File: src/rtl/tdm_mux_pkg.sv
// tdm_mux_pkg: shared definitions for the TDM multiplexer slice.
//   state_t    - controller states (idle, manual select, auto-scan)
//   MODE_*     - encodings of the mode input
//   tdm_clog2  - ceiling log2 used for select / counter widths (min 1)
package tdm_mux_pkg;

  typedef enum logic [1:0] {
    ST_IDLE = 2'd0,
    ST_MAN  = 2'd1,
    ST_SCAN = 2'd2
  } state_t;

  localparam logic MODE_MAN  = 1'b0;
  localparam logic MODE_AUTO = 1'b1;

  // Width needed to hold values 0..n-1; never narrower than one bit.
  function automatic int tdm_clog2(input int n);
    int r;
    r = 1;
    for (int i = 1; i < 31; i++) begin
      if (int'(32'd1 << i) < n) r = i + 1;
      else r = r;
    end
    return r;
  endfunction

endpackage

File: src/rtl/rr_next_ch.sv
// rr_next_ch: combinational round-robin search over an enable mask.
//   cur_ch    - channel currently being served
//   ch_en     - per-channel enable mask
//   next_ch   - first enabled channel above cur_ch, else lowest enabled
//   wrapped   - 1 when the search had to wrap to the lowest enabled channel
//   lowest_ch - lowest enabled channel (0 when the mask is empty)
module rr_next_ch
  import tdm_mux_pkg::*;
#(
  parameter int N_CH = 4
) (
  input  logic [tdm_clog2(N_CH)-1:0] cur_ch,
  input  logic [N_CH-1:0]            ch_en,
  output logic [tdm_clog2(N_CH)-1:0] next_ch,
  output logic                       wrapped,
  output logic [tdm_clog2(N_CH)-1:0] lowest_ch
);

  localparam int SEL_W = tdm_clog2(N_CH);

  logic [SEL_W-1:0] hi_s;
  logic             hi_found_s;
  logic [SEL_W-1:0] low_s;

  // Scan from the top down so the lowest qualifying index is the one kept.
  always_comb begin
    hi_s       = '0;
    hi_found_s = 1'b0;
    low_s      = '0;
    for (int k = N_CH - 1; k >= 0; k--) begin
      hi_s       = (ch_en[k] && (k > int'(cur_ch))) ? SEL_W'(k) : hi_s;
      hi_found_s = hi_found_s | (ch_en[k] && (k > int'(cur_ch)));
      low_s      = ch_en[k] ? SEL_W'(k) : low_s;
    end
    next_ch   = hi_found_s ? hi_s : low_s;
    wrapped   = ~hi_found_s;
    lowest_ch = low_s;
  end

endmodule

File: src/rtl/tdm_mux.sv
// tdm_mux: time-division multiplexer with manual select and auto-scan.
//   clk, rst_n  - clock, asynchronous active-low reset
//   in          - flat bus, channel k at bits [k*W +: W]
//   sel         - manual channel select
//   mode        - 0 manual, 1 auto-scan
//   ch_en       - auto-scan channel enable mask
//   out         - registered selected data
//   out_ch      - channel index driving out
//   out_valid   - out/out_ch carry a legal selection
//   frame_start - pulse when the scan starts over at the lowest enabled channel
module tdm_mux
  import tdm_mux_pkg::*;
#(
  parameter int N_CH  = 4,
  parameter int W     = 8,
  parameter int DWELL = 4
) (
  input  logic                       clk,
  input  logic                       rst_n,
  input  logic [N_CH*W-1:0]          in,
  input  logic [tdm_clog2(N_CH)-1:0] sel,
  input  logic                       mode,
  input  logic [N_CH-1:0]            ch_en,
  output logic [W-1:0]               out,
  output logic [tdm_clog2(N_CH)-1:0] out_ch,
  output logic                       out_valid,
  output logic                       frame_start
);

  localparam int SEL_W = tdm_clog2(N_CH);
  localparam int CNT_W = tdm_clog2(DWELL);

  state_t           state_r, state_d;
  logic [CNT_W-1:0] cnt_r, cnt_d;
  logic [SEL_W-1:0] cur_ch_r, cur_ch_d;
  logic [SEL_W-1:0] och_d;
  logic             vld_d;
  logic             fs_d;
  logic [W-1:0]     data_d;

  logic [SEL_W-1:0] next_ch_s;
  logic             wrapped_s;
  logic [SEL_W-1:0] lowest_s;
  logic             sel_ok_s;

  rr_next_ch #(.N_CH(N_CH)) u_next (
    .cur_ch    (cur_ch_r),
    .ch_en     (ch_en),
    .next_ch   (next_ch_s),
    .wrapped   (wrapped_s),
    .lowest_ch (lowest_s)
  );

  assign sel_ok_s = (int'(sel) < N_CH);

  // Next-state decode; the outputs follow the channel chosen at this same edge.
  always_comb begin
    state_d  = state_r;
    cnt_d    = cnt_r;
    cur_ch_d = cur_ch_r;
    och_d    = '0;
    vld_d    = 1'b0;
    fs_d     = 1'b0;
    case (mode)
      MODE_MAN: begin
        state_d = ST_MAN;
        cnt_d   = '0;
        if (sel_ok_s) begin
          och_d = sel;
          vld_d = 1'b1;
        end else begin
          och_d = '0;
          vld_d = 1'b0;
        end
      end
      MODE_AUTO: begin
        if (ch_en == '0) begin
          // Nothing to scan: park, keep cur_ch, outputs stay cleared.
          state_d = ST_IDLE;
          cnt_d   = '0;
        end else begin
          state_d = ST_SCAN;
          vld_d   = 1'b1;
          case (state_r)
            ST_SCAN: begin
              if (cnt_r == CNT_W'(DWELL - 1)) begin
                cur_ch_d = next_ch_s;
                cnt_d    = '0;
                fs_d     = wrapped_s;
              end else begin
                cnt_d = cnt_r + CNT_W'(1);
              end
            end
            default: begin
              // Entry from idle or manual starts a fresh frame.
              cur_ch_d = lowest_s;
              cnt_d    = '0;
              fs_d     = 1'b1;
            end
          endcase
          och_d = cur_ch_d;
        end
      end
      default: begin
        state_d = ST_IDLE;
        cnt_d   = '0;
      end
    endcase
  end

  // Data select for the chosen channel; zero when the selection is not valid.
  always_comb begin
    data_d = '0;
    for (int k = 0; k < N_CH; k++) begin
      data_d = (vld_d && (och_d == SEL_W'(k))) ? in[k*W +: W] : data_d;
    end
  end

  // State, dwell counter, current channel and output registers.
  always_ff @(posedge clk or negedge rst_n) begin
    if (!rst_n) begin
      state_r     <= ST_IDLE;
      cnt_r       <= '0;
      cur_ch_r    <= '0;
      out         <= '0;
      out_ch      <= '0;
      out_valid   <= 1'b0;
      frame_start <= 1'b0;
    end else begin
      state_r     <= state_d;
      cnt_r       <= cnt_d;
      cur_ch_r    <= cur_ch_d;
      out         <= data_d;
      out_ch      <= och_d;
      out_valid   <= vld_d;
      frame_start <= fs_d;
    end
  end

endmodule

File: config.mk
export PLATFORM = sky130hd
export DESIGN_NAME = tdm_mux
export DESIGN_NICKNAME = d
export VERILOG_FILES = /design/src/rtl/tdm_mux_pkg.sv /design/src/rtl/rr_next_ch.sv /design/src/rtl/tdm_mux.sv
export SDC_FILE = /design/constraint.sdc
export NUM_CORES = 1
export LEC_CHECK = 0
export ABC_AREA = 1
export ABC_CLOCK_PERIOD_IN_PS = 2300
export BUFFER_PORTS_ARGS = -buffer_cell sky130_fd_sc_hd__buf_4
export CAP_MARGIN = 5
export CORE_ASPECT_RATIO = 0.75
export CORE_MARGIN = 5
export CORE_UTILIZATION = 48
export CTS_CLUSTER_DIAMETER = 100
export DETAILED_ROUTE_END_ITERATION = 16
export PLACE_DENSITY = 0.92
export SYNTH_ARGS = -nofsm -noshare
export SYNTH_HDL_FRONTEND = slang
export SYNTH_HIERARCHICAL = 1
export SYNTH_SLANG_ARGS = --single-unit
export TNS_END_PERCENT = 100
File: constraint.sdc
create_clock -name clk -period 2.3 [get_ports clk]
set_input_delay 0.115 -clock clk [delete_from_list [all_inputs] [get_ports clk]]
set_output_delay 0.115 -clock clk [all_outputs]
set_load 0.01 [all_outputs]
==> implementation parameters <==
Parameter                              Value

Run status
  Status    complete, no violations

Synthesis
  Library cells used by synthesis    18
  Area share of the largest cell type after synthesis    0.4396
  Cell with the most instances after synthesis    sky130_fd_sc_hd__nand3_1
  Post-synthesis average cell area    around 8.1 um2
  Main flop type after synthesis    sky130_fd_sc_hd__dfrtp_1
  Netlist area before placement    between 1000 and 1500 um2
  Library cell occupying the most area in the post-synthesis netlist    sky130_fd_sc_hd__dfrtp_1
  Post-Synthesis Cells    between 100 and 150
  Share of synthesized area occupied by flip-flops and latches    0.4396
  Share of flip-flops with an asynchronous set or reset    1.000
  Leading cell types by count after synthesis    37 x sky130_fd_sc_hd__nand3_1, 23 x sky130_fd_sc_hd__nand2_1, 18 x sky130_fd_sc_hd__dfrtp_1
  Count of state elements after synthesis    18
  Synth top area cells    sky130_fd_sc_hd__dfrtp_1 44%, sky130_fd_sc_hd__nand3_1 18%, sky130_fd_sc_hd__nand2_1 8.4%, sky130_fd_sc_hd__inv_1 5.5%, sky130_fd_sc_hd__nand4_1 4.9%
  Total nets after synthesis    about 170
  Synth warnings    6
  Number of synthesized flops with an enable pin    0

Cells and area
  Final net count    226
  Total inserted antenna cells    0
  Share of post-route cells with drive strength above 1    0.3934
  Area growth, synth to finish    44.32%

Timing
  Minimum clock period    roughly 1.9 ns
  RSZ-0062 raised after global routing    no
  Finish-stage setup viols    0
  Final-layout setup total negative slack    0 ns
  Number of pins exceeding their max-slew limit in the final report    0
  Highest achievable clock rate    roughly 530 MHz
  Worst setup skew after layout    0.008327 ns
  Actual slew at the worst max-slew pin    between 0.4 and 0.5 ns
  Part of the cycle the worst path needs    0.8182
  Max transition margin    0.7099
  Final Hold Viols    0

Placement
  Gpl congestion    0.8799
  Dpl hpwl    ~2500 um
  Count of buffers from port buffering    52

Global route
  Via count of the first global-routing pass    1,148
  Global-route wire length before repair    5209 um
  Aggregate global-route resource usage    0.2093
  Largest net degree at the start of global routing    20
  Sum of overflow across all layers after global routing    0
  Number of antenna violations at the first check in global routing    0

Floorplan
  Effective utilization at floorplan    0.5087
  Row cnt    14
  Floorplan die width    about 63 um
  Full die area    roughly 3200 um2
  Core Area    around 2000 um2
  Vert. Die Dim    roughly 50 um
  I/O pin count    53

Worst setup path
  R2R setup slack    0.42 ns
  Startpoint types    flip-flop
  Worst reg2reg path depth    13
  Crit path kind    flip-flop to flip-flop
  Critical-path maximum fanout    18
  Arrival time of data at the critical path endpoint    about 2.1 ns
  Type of destination of the critical path    flip-flop
  Req. time, crit path    roughly 2.5 ns

Clock network
  Clock Sinks    18
  Register clock-pin slew on the reported worst setup and hold paths    approximately 0.11 ns
  CTS Buf Count    3
  Clock root buffer    sky130_fd_sc_hd__clkbuf_4
  Skew-Pair Late Insertion Delay    0.30 ns
  CTS tree    yes
  Deepest level of the CTS H-tree    1
  Number of buffers between clock root and the deepest sink    2
  Post-CTS setup buffer count    0

Detailed routing
  Average routed wire per standard cell    between 10 and 15 um
  Number of remaining DRC errors    0
  First-pass iteration count of the detailed router    4
  Via count    1,116
  Initial DRC count    64
  Residual antenna-violating net count after detailed routing    0
  Detail-routed via count per cell    approximately 5.4
  Aggregate routed wire length    between 3000 and 4000 um

Hold path
  Class of the tightest hold or removal check    input pin to flip-flop
  Number of cells on the worst hold path    3

Power and ir drop
  Fraction of power consumed by combinational cells    0.305
  Total power after layout    810.3 uW
  Net load switching power    about 250 uW
  IR drop worst, VDD    0.0003905 V
  Pwr dens    547.9 nW/um2
  Total internal power    between 500 and 600 uW
  Static Leak    0.0007697 uW
  Portion of total power attributed to sequential cells    0.451
  Switching power share of the total    0.3033
  Clock power frac    0.245

Run
  Max-cap check violation count    0
## kinds of logic (layout without fill, tap and decap cells)
group / Yosys count / after routing / synth area share
compound gates: 6 / 6 / 0.04395
fa+ha+maj: 1 / 1 / 0.01221
simple gates: 83 / 83 / 0.4200
buf+inv: 19 / 75 / 0.08425
flops: 18 / 18 / 0.4396
## metal layers
layer	vias up	GRT usage	share of wire
li1	539	-	-
met1	510	0.2616	0.37
met2	62	0.3598	0.52
met3	5	0.05455	0.11
met4	0	0.04844	0.010
met5	-	0	0
## placed cells by master, fill, tap and decap left out
cell                            count
sky130_fd_sc_hd__buf_4             52
sky130_fd_sc_hd__nand3_1           37
sky130_fd_sc_hd__nand2_1           23
sky130_fd_sc_hd__dfrtp_1           18
sky130_fd_sc_hd__inv_1             15
sky130_fd_sc_hd__nand4_1            8
sky130_fd_sc_hd__nor2_2             5
sky130_fd_sc_hd__a21oi_1            3
sky130_fd_sc_hd__clkbuf_4           3
sky130_fd_sc_hd__nand2_2            3
sky130_fd_sc_hd__inv_2              2
sky130_fd_sc_hd__nor2_4             2
sky130_fd_sc_hd__nand2_4            2
sky130_fd_sc_hd__nor2_1             2
sky130_fd_sc_hd__dlygate4sd3_1      2
sky130_fd_sc_hd__a21oi_4            1
sky130_fd_sc_hd__nor4_1             1
sky130_fd_sc_hd__o21ai_0            1
sky130_fd_sc_hd__ha_1               1
sky130_fd_sc_hd__clkbuf_8           1
sky130_fd_sc_hd__a21oi_2            1
## registers in the layout, summed over array words and instances (netlist names)
register     flops
cnt_r            2
cur_ch_r         2
frame_start      1
out              8
out_ch           2
out_valid        1
state_r          2
## what timing repair did
action                                  in CTS  in global routing
endpoints found under the setup margin       0                  0
hold buffers                                 2                  0
hold endpoints to repair                    19                  0
resized for setup                            0                  0
## worst paths after layout
path                                         start                 endpoint
max reg2reg                cur_ch_r[1]$_DFFE_PN0P_         out[1]$_DFF_PN0_
max in group asynchronous                    rst_n    frame_start$_DFF_PN0_
max                        cur_ch_r[1]$_DFFE_PN0P_         out[1]$_DFF_PN0_
min reg2reg                     cnt_r[0]$_DFF_PN0_       cnt_r[0]$_DFF_PN0_
min                                          in[2]         out[2]$_DFF_PN0_
min in group asynchronous                    rst_n  cur_ch_r[0]$_DFFE_PN0P_
## power groups by stage
stage	registers (uW)	clock network [uW]	logic (uW)
after floorplan	382	0	108
after global placement	369	0	236
after detailed placement	370	0	245
after CTS	365	198	248
after global routing	369	213	273
final	365	198	247
## worst max-delay path, stage by stage, from the launching register on
cell                      delay, ns
sky130_fd_sc_hd__dfrtp_1       0.42
sky130_fd_sc_hd__inv_1         0.10
sky130_fd_sc_hd__nand2_1       0.06
sky130_fd_sc_hd__nor2_2        0.13
sky130_fd_sc_hd__nor2_2        0.06
sky130_fd_sc_hd__nand2_1       0.07
sky130_fd_sc_hd__nand2_1       0.06
sky130_fd_sc_hd__nand2_1       0.08
sky130_fd_sc_hd__nand3_1       0.09
sky130_fd_sc_hd__nand3_1       0.16
sky130_fd_sc_hd__nand2_4       0.16
sky130_fd_sc_hd__nor2_4        0.22
sky130_fd_sc_hd__nand3_1       0.12
sky130_fd_sc_hd__nand4_1       0.09
## per-stage QoR
stage | cells | setup WS, ns | hold slack [ns] | util | instance area [um2]
after CTS | 207 | 0.4385 | 0.04509 | 0.7342 | 1479
after global routing | 207 | 0.2841 | 0.05707 | 0.7342 | 1479
after global placement | 201 | 0.5462 | -0.006016 | 0.7062 | 1423
after floorplan | 127 | 0.7410 | -0.1806 | - | 1025
after detailed placement | 201 | 0.4730 | -0.005631 | 0.7062 | 1423
final | 207 | 0.4181 | 0.04486 | 0.7342 | 1479
## cell type report
class	instances	area [um2]
Inverter	17	63.81
Sequential cell	18	450.4
Tap cell	24	30.03
Timing Repair Buffer	54	410.4
Fill cell	146	535.5
Clock buffer	4	36.28
Multi-Input combinational cell	90	488.0
Power figures use the tool's default switching activity.
